--- src/rtl/painterengine_gpu_dvi_capture.sv ---
// Parallel video capture: samples HS/VS/DE/RGB24, locks to a frame on the VS active edge,
// crops to a clip window and repacks each kept pixel into 32-bit RGBA.
module painterengine_gpu_dvi_capture #(
    parameter logic [7:0] PARAM_ALPHA = 8'hFF
) (
    input  logic        i_wire_pixel_clock,
    input  logic        i_wire_resetn,
    input  logic        i_wire_start,
    input  logic        i_wire_hs,
    input  logic        i_wire_vs,
    input  logic        i_wire_de,
    input  logic [23:0] i_wire_rgb,
    input  logic        i_wire_hs_pol,
    input  logic        i_wire_vs_pol,
    input  logic [2:0]  i_wire_rgba_mode,
    input  logic [15:0] i_wire_clip_width,
    input  logic [15:0] i_wire_clip_height,
    output logic [31:0] o_wire_rgba,
    output logic        o_wire_rgba_valid,
    output logic        o_wire_busy,
    output logic        o_wire_done,
    output logic        o_wire_short_frame,
    output logic [15:0] o_wire_meas_width,
    output logic [15:0] o_wire_lines
);

    typedef enum logic [1:0] {
        StIdle    = 2'd0,
        StWaitVs  = 2'd1,
        StCapture = 2'd2,
        StDone    = 2'd3
    } state_e;

    // Input stage registers
    logic        s1_hs_q, s1_vs_q, s1_de_q;
    logic [23:0] s1_rgb_q;
    logic        vs_act_dly_q, vs_act_dly_d;
    logic        s1_de_dly_q, s1_de_dly_d;

    // Position counters
    logic [15:0] x_q, x_d;
    logic [15:0] y_q, y_d;

    // FSM and status
    state_e      state_q, state_d;
    logic        busy_q, busy_d;
    logic        done_q, done_d;
    logic        short_q, short_d;
    logic [15:0] meas_q, meas_d;
    logic        meas_seen_q, meas_seen_d;
    logic [15:0] lines_q, lines_d;
    logic [31:0] count_q, count_d;

    // Pixel output
    logic [31:0] rgba_q, rgba_d;
    logic        valid_q, valid_d;

    logic        vs_act, vs_edge, de_fall, keep;
    logic [31:0] target;

    // HS is registered for completeness but framing is DE-based.
    logic        unused_hs;
    assign unused_hs = s1_hs_q ^ i_wire_hs_pol;

    assign vs_act  = (s1_vs_q == i_wire_vs_pol);
    assign vs_edge = vs_act & ~vs_act_dly_q;
    assign de_fall = ~s1_de_q & s1_de_dly_q;
    assign target  = 32'(i_wire_clip_width) * 32'(i_wire_clip_height);
    assign keep    = (state_q == StCapture) && s1_de_q &&
                     (x_q < i_wire_clip_width) && (y_q < i_wire_clip_height);

    function automatic logic [31:0] pack_pixel(input logic [23:0] rgb, input logic [2:0] mode);
        logic [7:0]  r, g, b;
        logic [31:0] res;
        r = rgb[23:16];
        g = rgb[15:8];
        b = rgb[7:0];
        case (mode)
            3'd0:    res = {PARAM_ALPHA, r, g, b};
            3'd1:    res = {r, g, b, PARAM_ALPHA};
            3'd2:    res = {PARAM_ALPHA, b, g, r};
            3'd3:    res = {b, g, r, PARAM_ALPHA};
            default: res = 32'h0;
        endcase
        return res;
    endfunction

    // Input stage: register raw video every cycle
    always_ff @(posedge i_wire_pixel_clock or negedge i_wire_resetn) begin
        if (!i_wire_resetn) begin
            s1_hs_q      <= 1'b0;
            s1_vs_q      <= 1'b0;
            s1_de_q      <= 1'b0;
            s1_rgb_q     <= 24'h0;
            vs_act_dly_q <= 1'b0;
            s1_de_dly_q  <= 1'b0;
        end else begin
            s1_hs_q      <= i_wire_hs;
            s1_vs_q      <= i_wire_vs;
            s1_de_q      <= i_wire_de;
            s1_rgb_q     <= i_wire_rgb;
            vs_act_dly_q <= vs_act_dly_d;
            s1_de_dly_q  <= s1_de_dly_d;
        end
    end

    // Next-state for pixel/line position; both counters saturate
    always_comb begin
        vs_act_dly_d = vs_act;
        s1_de_dly_d  = s1_de_q;
        x_d          = 16'h0;
        if (s1_de_q) begin
            x_d = (x_q == 16'hFFFF) ? x_q : x_q + 16'd1;
        end
        y_d = y_q;
        if (vs_edge) begin
            y_d = 16'h0;
        end else if (de_fall && (y_q != 16'hFFFF)) begin
            y_d = y_q + 16'd1;
        end
    end

    // Position counter registers
    always_ff @(posedge i_wire_pixel_clock or negedge i_wire_resetn) begin
        if (!i_wire_resetn) begin
            x_q <= 16'h0;
            y_q <= 16'h0;
        end else begin
            x_q <= x_d;
            y_q <= y_d;
        end
    end

    // FSM next-state and status updates
    always_comb begin
        state_d     = state_q;
        done_d      = done_q;
        short_d     = short_q;
        meas_d      = meas_q;
        meas_seen_d = meas_seen_q;
        lines_d     = lines_q;
        count_d     = count_q;
        case (state_q)
            StIdle, StDone: begin
                if (i_wire_start) begin
                    state_d     = StWaitVs;
                    done_d      = 1'b0;
                    short_d     = 1'b0;
                    meas_d      = 16'h0;
                    meas_seen_d = 1'b0;
                    lines_d     = 16'h0;
                    count_d     = 32'h0;
                end
            end
            StWaitVs: begin
                if (vs_edge) begin
                    state_d = StCapture;
                end
            end
            StCapture: begin
                if (keep) begin
                    count_d = count_q + 32'd1;
                end
                if (de_fall && !meas_seen_q) begin
                    meas_d      = x_q;
                    meas_seen_d = 1'b1;
                end
                // Fill check takes priority: a full window is never a short frame.
                if (count_q == target) begin
                    state_d = StDone;
                    done_d  = 1'b1;
                    lines_d = y_q;
                end else if (vs_edge) begin
                    state_d = StDone;
                    done_d  = 1'b1;
                    short_d = 1'b1;
                    lines_d = y_q;
                end
            end
            default: state_d = StIdle;
        endcase
        busy_d = (state_d == StWaitVs) || (state_d == StCapture);
    end

    // FSM state and registered status outputs
    always_ff @(posedge i_wire_pixel_clock or negedge i_wire_resetn) begin
        if (!i_wire_resetn) begin
            state_q     <= StIdle;
            busy_q      <= 1'b0;
            done_q      <= 1'b0;
            short_q     <= 1'b0;
            meas_q      <= 16'h0;
            meas_seen_q <= 1'b0;
            lines_q     <= 16'h0;
            count_q     <= 32'h0;
        end else begin
            state_q     <= state_d;
            busy_q      <= busy_d;
            done_q      <= done_d;
            short_q     <= short_d;
            meas_q      <= meas_d;
            meas_seen_q <= meas_seen_d;
            lines_q     <= lines_d;
            count_q     <= count_d;
        end
    end

    // Pack kept pixels; hold the last packed value between strobes
    always_comb begin
        valid_d = keep;
        rgba_d  = rgba_q;
        if (keep) begin
            rgba_d = pack_pixel(s1_rgb_q, i_wire_rgba_mode);
        end
    end

    // Pixel output registers
    always_ff @(posedge i_wire_pixel_clock or negedge i_wire_resetn) begin
        if (!i_wire_resetn) begin
            rgba_q  <= 32'h0;
            valid_q <= 1'b0;
        end else begin
            rgba_q  <= rgba_d;
            valid_q <= valid_d;
        end
    end

    assign o_wire_rgba        = rgba_q;
    assign o_wire_rgba_valid  = valid_q;
    assign o_wire_busy        = busy_q;
    assign o_wire_done        = done_q;
    assign o_wire_short_frame = short_q;
    assign o_wire_meas_width  = meas_q;
    assign o_wire_lines       = lines_q;

endmodule

--- config.mk ---
export PLATFORM = sky130hd
export DESIGN_NAME = painterengine_gpu_dvi_capture
export DESIGN_NICKNAME = d
export VERILOG_FILES = /design/src/rtl/painterengine_gpu_dvi_capture.sv
export SDC_FILE = /design/constraint.sdc
export NUM_CORES = 1
export LEC_CHECK = 0
export BUFFER_PORTS_ARGS = -buffer_cell sky130_fd_sc_hd__buf_2
export CORE_UTILIZATION = 55
export DETAILED_ROUTE_END_ITERATION = 10
export MAX_ROUTING_LAYER = met4
export PLACE_DENSITY = 0.75
export SLEW_MARGIN = 20
export SYNTH_ARGS = -nofsm -noshare
export SYNTH_HDL_FRONTEND = slang
export SYNTH_SLANG_ARGS = --single-unit
--- constraint.sdc ---
create_clock -name i_wire_pixel_clock -period 3.27 [get_ports i_wire_pixel_clock]
set_input_delay 0.654 -clock i_wire_pixel_clock [delete_from_list [all_inputs] [get_ports i_wire_pixel_clock]]
set_output_delay 0.654 -clock i_wire_pixel_clock [all_outputs]
set_load 0.01 [all_outputs]
==> flow_summary.json <==
{
  "synth.area.top_cells": "dfrtp_1 (23%), fa_1 (22%), ha_1 (10%)",
  "path_class": "in -> reg",
  "grt_pass1_vias": 16700,
  "fin_tns_setup_ps": -65900,
  "rsz0062_at_grt": "true",
  "clk-insertion-delay-late_ps": 440,
  "end_kind": "flop",
  "grtUsageTotal": 0.350,
  "vias": 16500,
  "clk_pin_slew_ps": 70,
  "yosysWarnings": 0,
  "worstPathRequired_ps": 3610,
  "finalWirelength_mm": 56.1,
  "status": "finished with violations",
  "fin_util": 0.766,
  "hold_path_class": "in -> async",
  "max_slew_margin": 0.459,
  "grt_max_degree": 83,
  "cts_made_buffers": 17,
  "finClkSkew_ps": 8.49,
  "core_area_um2": 30900,
  "syn_nets": 2394,
  "boundaryPins": 135,
  "row_count": 64,
  "avgViaCountPerCell": 5.89,
  "fp.dieW_um": 180,
  "ys_seq_area_frac": 0.233,
  "cts_tree": "built",
  "cp_max_fo": 6,
  "h-tree-depth": 4,
  "cts_root_buf": "clkbuf_16",
  "ys.flop_type": "dfrtp_1",
  "start_util": 0.566,
  "cp-start-kind": "input pin",
  "grt_antenna_before_repair": 1,
  "drt-pass1-iter-count": 6,
  "synthDistinctLibCells": 80,
  "die_area_um2": 32500,
  "maxSlewViolCount": 0,
  "worstMarginPinSlew_ps": 812,
  "async_flop_share": 1.00,
  "synth-seq-cells": 163,
  "die_h_um": 180,
  "post_dp_cell_area_um2": 20800,
  "drtIter0Drc": 1541,
  "syn_area_per_cell_um2": 8.77,
  "nNetsFinal": 2801,
  "synth_top_cell_by_area": "dfrtp_1",
  "crit_arrival_ps": 6970,
  "clock_sink_count": 163,
  "port_buffers": 132,
  "setup_ws_ps": -3350,
  "period_share": 2.03,
  "cts_buffer_depth": 2,
  "synth_area_um2": 17500,
  "design_area_um2": 23700,
  "synth_edf_count": 0,
  "grt_pass1_wl_mm": 87.0,
  "post-synth-top-count-cell": "nand2_1",
  "gp_congestion": 0.986,
  "hold_violations": 0,
  "violations": "negative setup slack",
  "wl_per_cell_um": 20.0,
  "period_minus_slack_ps": 6620,
  "drive_above_1_share": 0.332,
  "maxCapViolCount": 0,
  "max_freq_mhz": 151,
  "grt_overflow_total": 0,
  "fillers": 2047,
  "synthTopCellsByCount": "nand2_1 (289), inv_1 (219), fa_1 (194), nor2_1 (191), dfrtp_1 (163)",
  "synth_top_area_frac": 0.233,
  "antenna_left": 0,
  "hpwl_mm": 42.4,
  "syn_to_final_growth_pct": 35.4,
  "post_synth_inst_count": 1993,
  "drcViolationCount": 0,
  "setup_viol": 20
}
-- through the flow --
| stage | std cells | hold slack (ps) | setup WS (ps) |
|---|---|---|---|
| floorplan | 1993 | 358 | -3580 |
| global placement | 2732 | 456 | -4260 |
| detailed placement | 2732 | 460 | -4240 |
| CTS | 2784 | 292 | -3390 |
| global route | 2810 | 306 | -3580 |
| finish | 2810 | 239 | -3350 |
-- flip-flops by register name (all words and copies together), names as in the netlist, 2 cells and up --
name / count
count_q: 32
y_q: 16
x_q: 16
state_q: 2
o_wire_rgba: 32
o_wire_lines: 16
o_wire_meas_width: 16
s1_rgb_q: 24
-- critical path, cell delays in order --
cell and delay (ps):
buf_12 110, buf_6 110, nand2_1 70, fa_2 560, fa_1 440, fa_1 500
fa_1 550, fa_1 440, fa_1 580, inv_2 70, ha_4 250, buf_6 130
nand2_2 70, o21ai_2 90, a222oi_1 490, o2111ai_2 230, nor4_2 200, buf_4 170
o2111ai_4 100, nor4_4 280, nand4_1 160, buf_6 180, buf_4 150, a31oi_4 160
xor2_1 200
-- worst paths after layout --
| path | from | endpoint | slack, ps | cells past startpoint |
|---|---|---|---|---|
| setup / recovery | i_wire_clip_height[9] | o_wire_busy$_DFF_PN0_ | -3350 | 25 |
| hold / removal | i_wire_resetn | s1_rgb_q[0]$_DFF_PN0_ | 240 | 1 |
| setup reg to reg | count_q[18]$_DFFE_PN0P_ | o_wire_lines[10]$_DFFE_PN0P_ | 50 | 13 |
| hold reg to reg | o_wire_rgba[24]$_DFFE_PN0P_ | o_wire_rgba[24]$_DFFE_PN0P_ | 470 | 1 |
| max in group asynchronous | i_wire_resetn | o_wire_rgba[11]$_DFFE_PN0P_ | 2190 | 2 |
| min in group i_wire_pixel_clock | i_wire_rgb[2] | s1_rgb_q[2]$_DFF_PN0_ | 320 | 1 |
-- area by class of cell --
cell class                 count  area (µm²)  area share
sequential                   163        4080       0.172
inverter                     230         916      0.0387
timing repair buffer         486        4010       0.169
multi-input combinational   1502       13500       0.572
tap                          396         495      0.0209
antenna                        1        2.50    0.000106
clock inverter                15         195     0.00825
clock buffer                  17         425      0.0180
-- routing by layer --
layer  vias to the layer above  routed length [µm]  GRT usage
li1                       7473                   -          -
met1                      8171               22200      0.438
met2                       764               28000      0.588
met3                       136                3790     0.0430
met4                         0                2040      0.120
met5                         -                   0          -
-- layout by cell type, fill, tap and decap left out, drive strengths merged, types with 7 or more instances in the layout --
master / n
a31oi: 9
o21a: 9
a211o: 19
and3: 20
mux2: 8
xnor2: 46
ha: 140
nand2: 289
inv: 234
buf: 483
nand4: 30
mux2i: 21
o31ai: 25
clkbuf: 20
a21oi: 101
a21o: 22
and4: 11
and2: 27
a211oi: 17
o21ai: 73
or3: 9
o22ai: 10
nor2: 191
nor3: 22
nand2b: 15
nor4: 20
xor2: 33
nand3: 60
dfrtp: 163
fa: 194
or4: 7
-- cell families after synthesis --
group                      count (synthesis)  synth area share
AOI/OAI and AO/OA                        335             0.124
xor gates and xnor gates                  79            0.0404
adders and majority gates                334             0.322
buffers and inverters                    328            0.0720
DFF                                      163             0.233
muxes                                     29            0.0172
and+or+nand+nor                          725             0.191
-- repair_timing --
action | CTS | global route
gates cloned | 2 | 2
pin swaps | 41 | 110
setup buffers | 18 | 26
endpoints found under the setup margin | 66 | 57
gates resized for setup | 162 | 289
hold buffers | 0 | 0
Power is not shown: default switching activity piles up to over one toggle a cycle in this logic, so the estimate is an artifact.
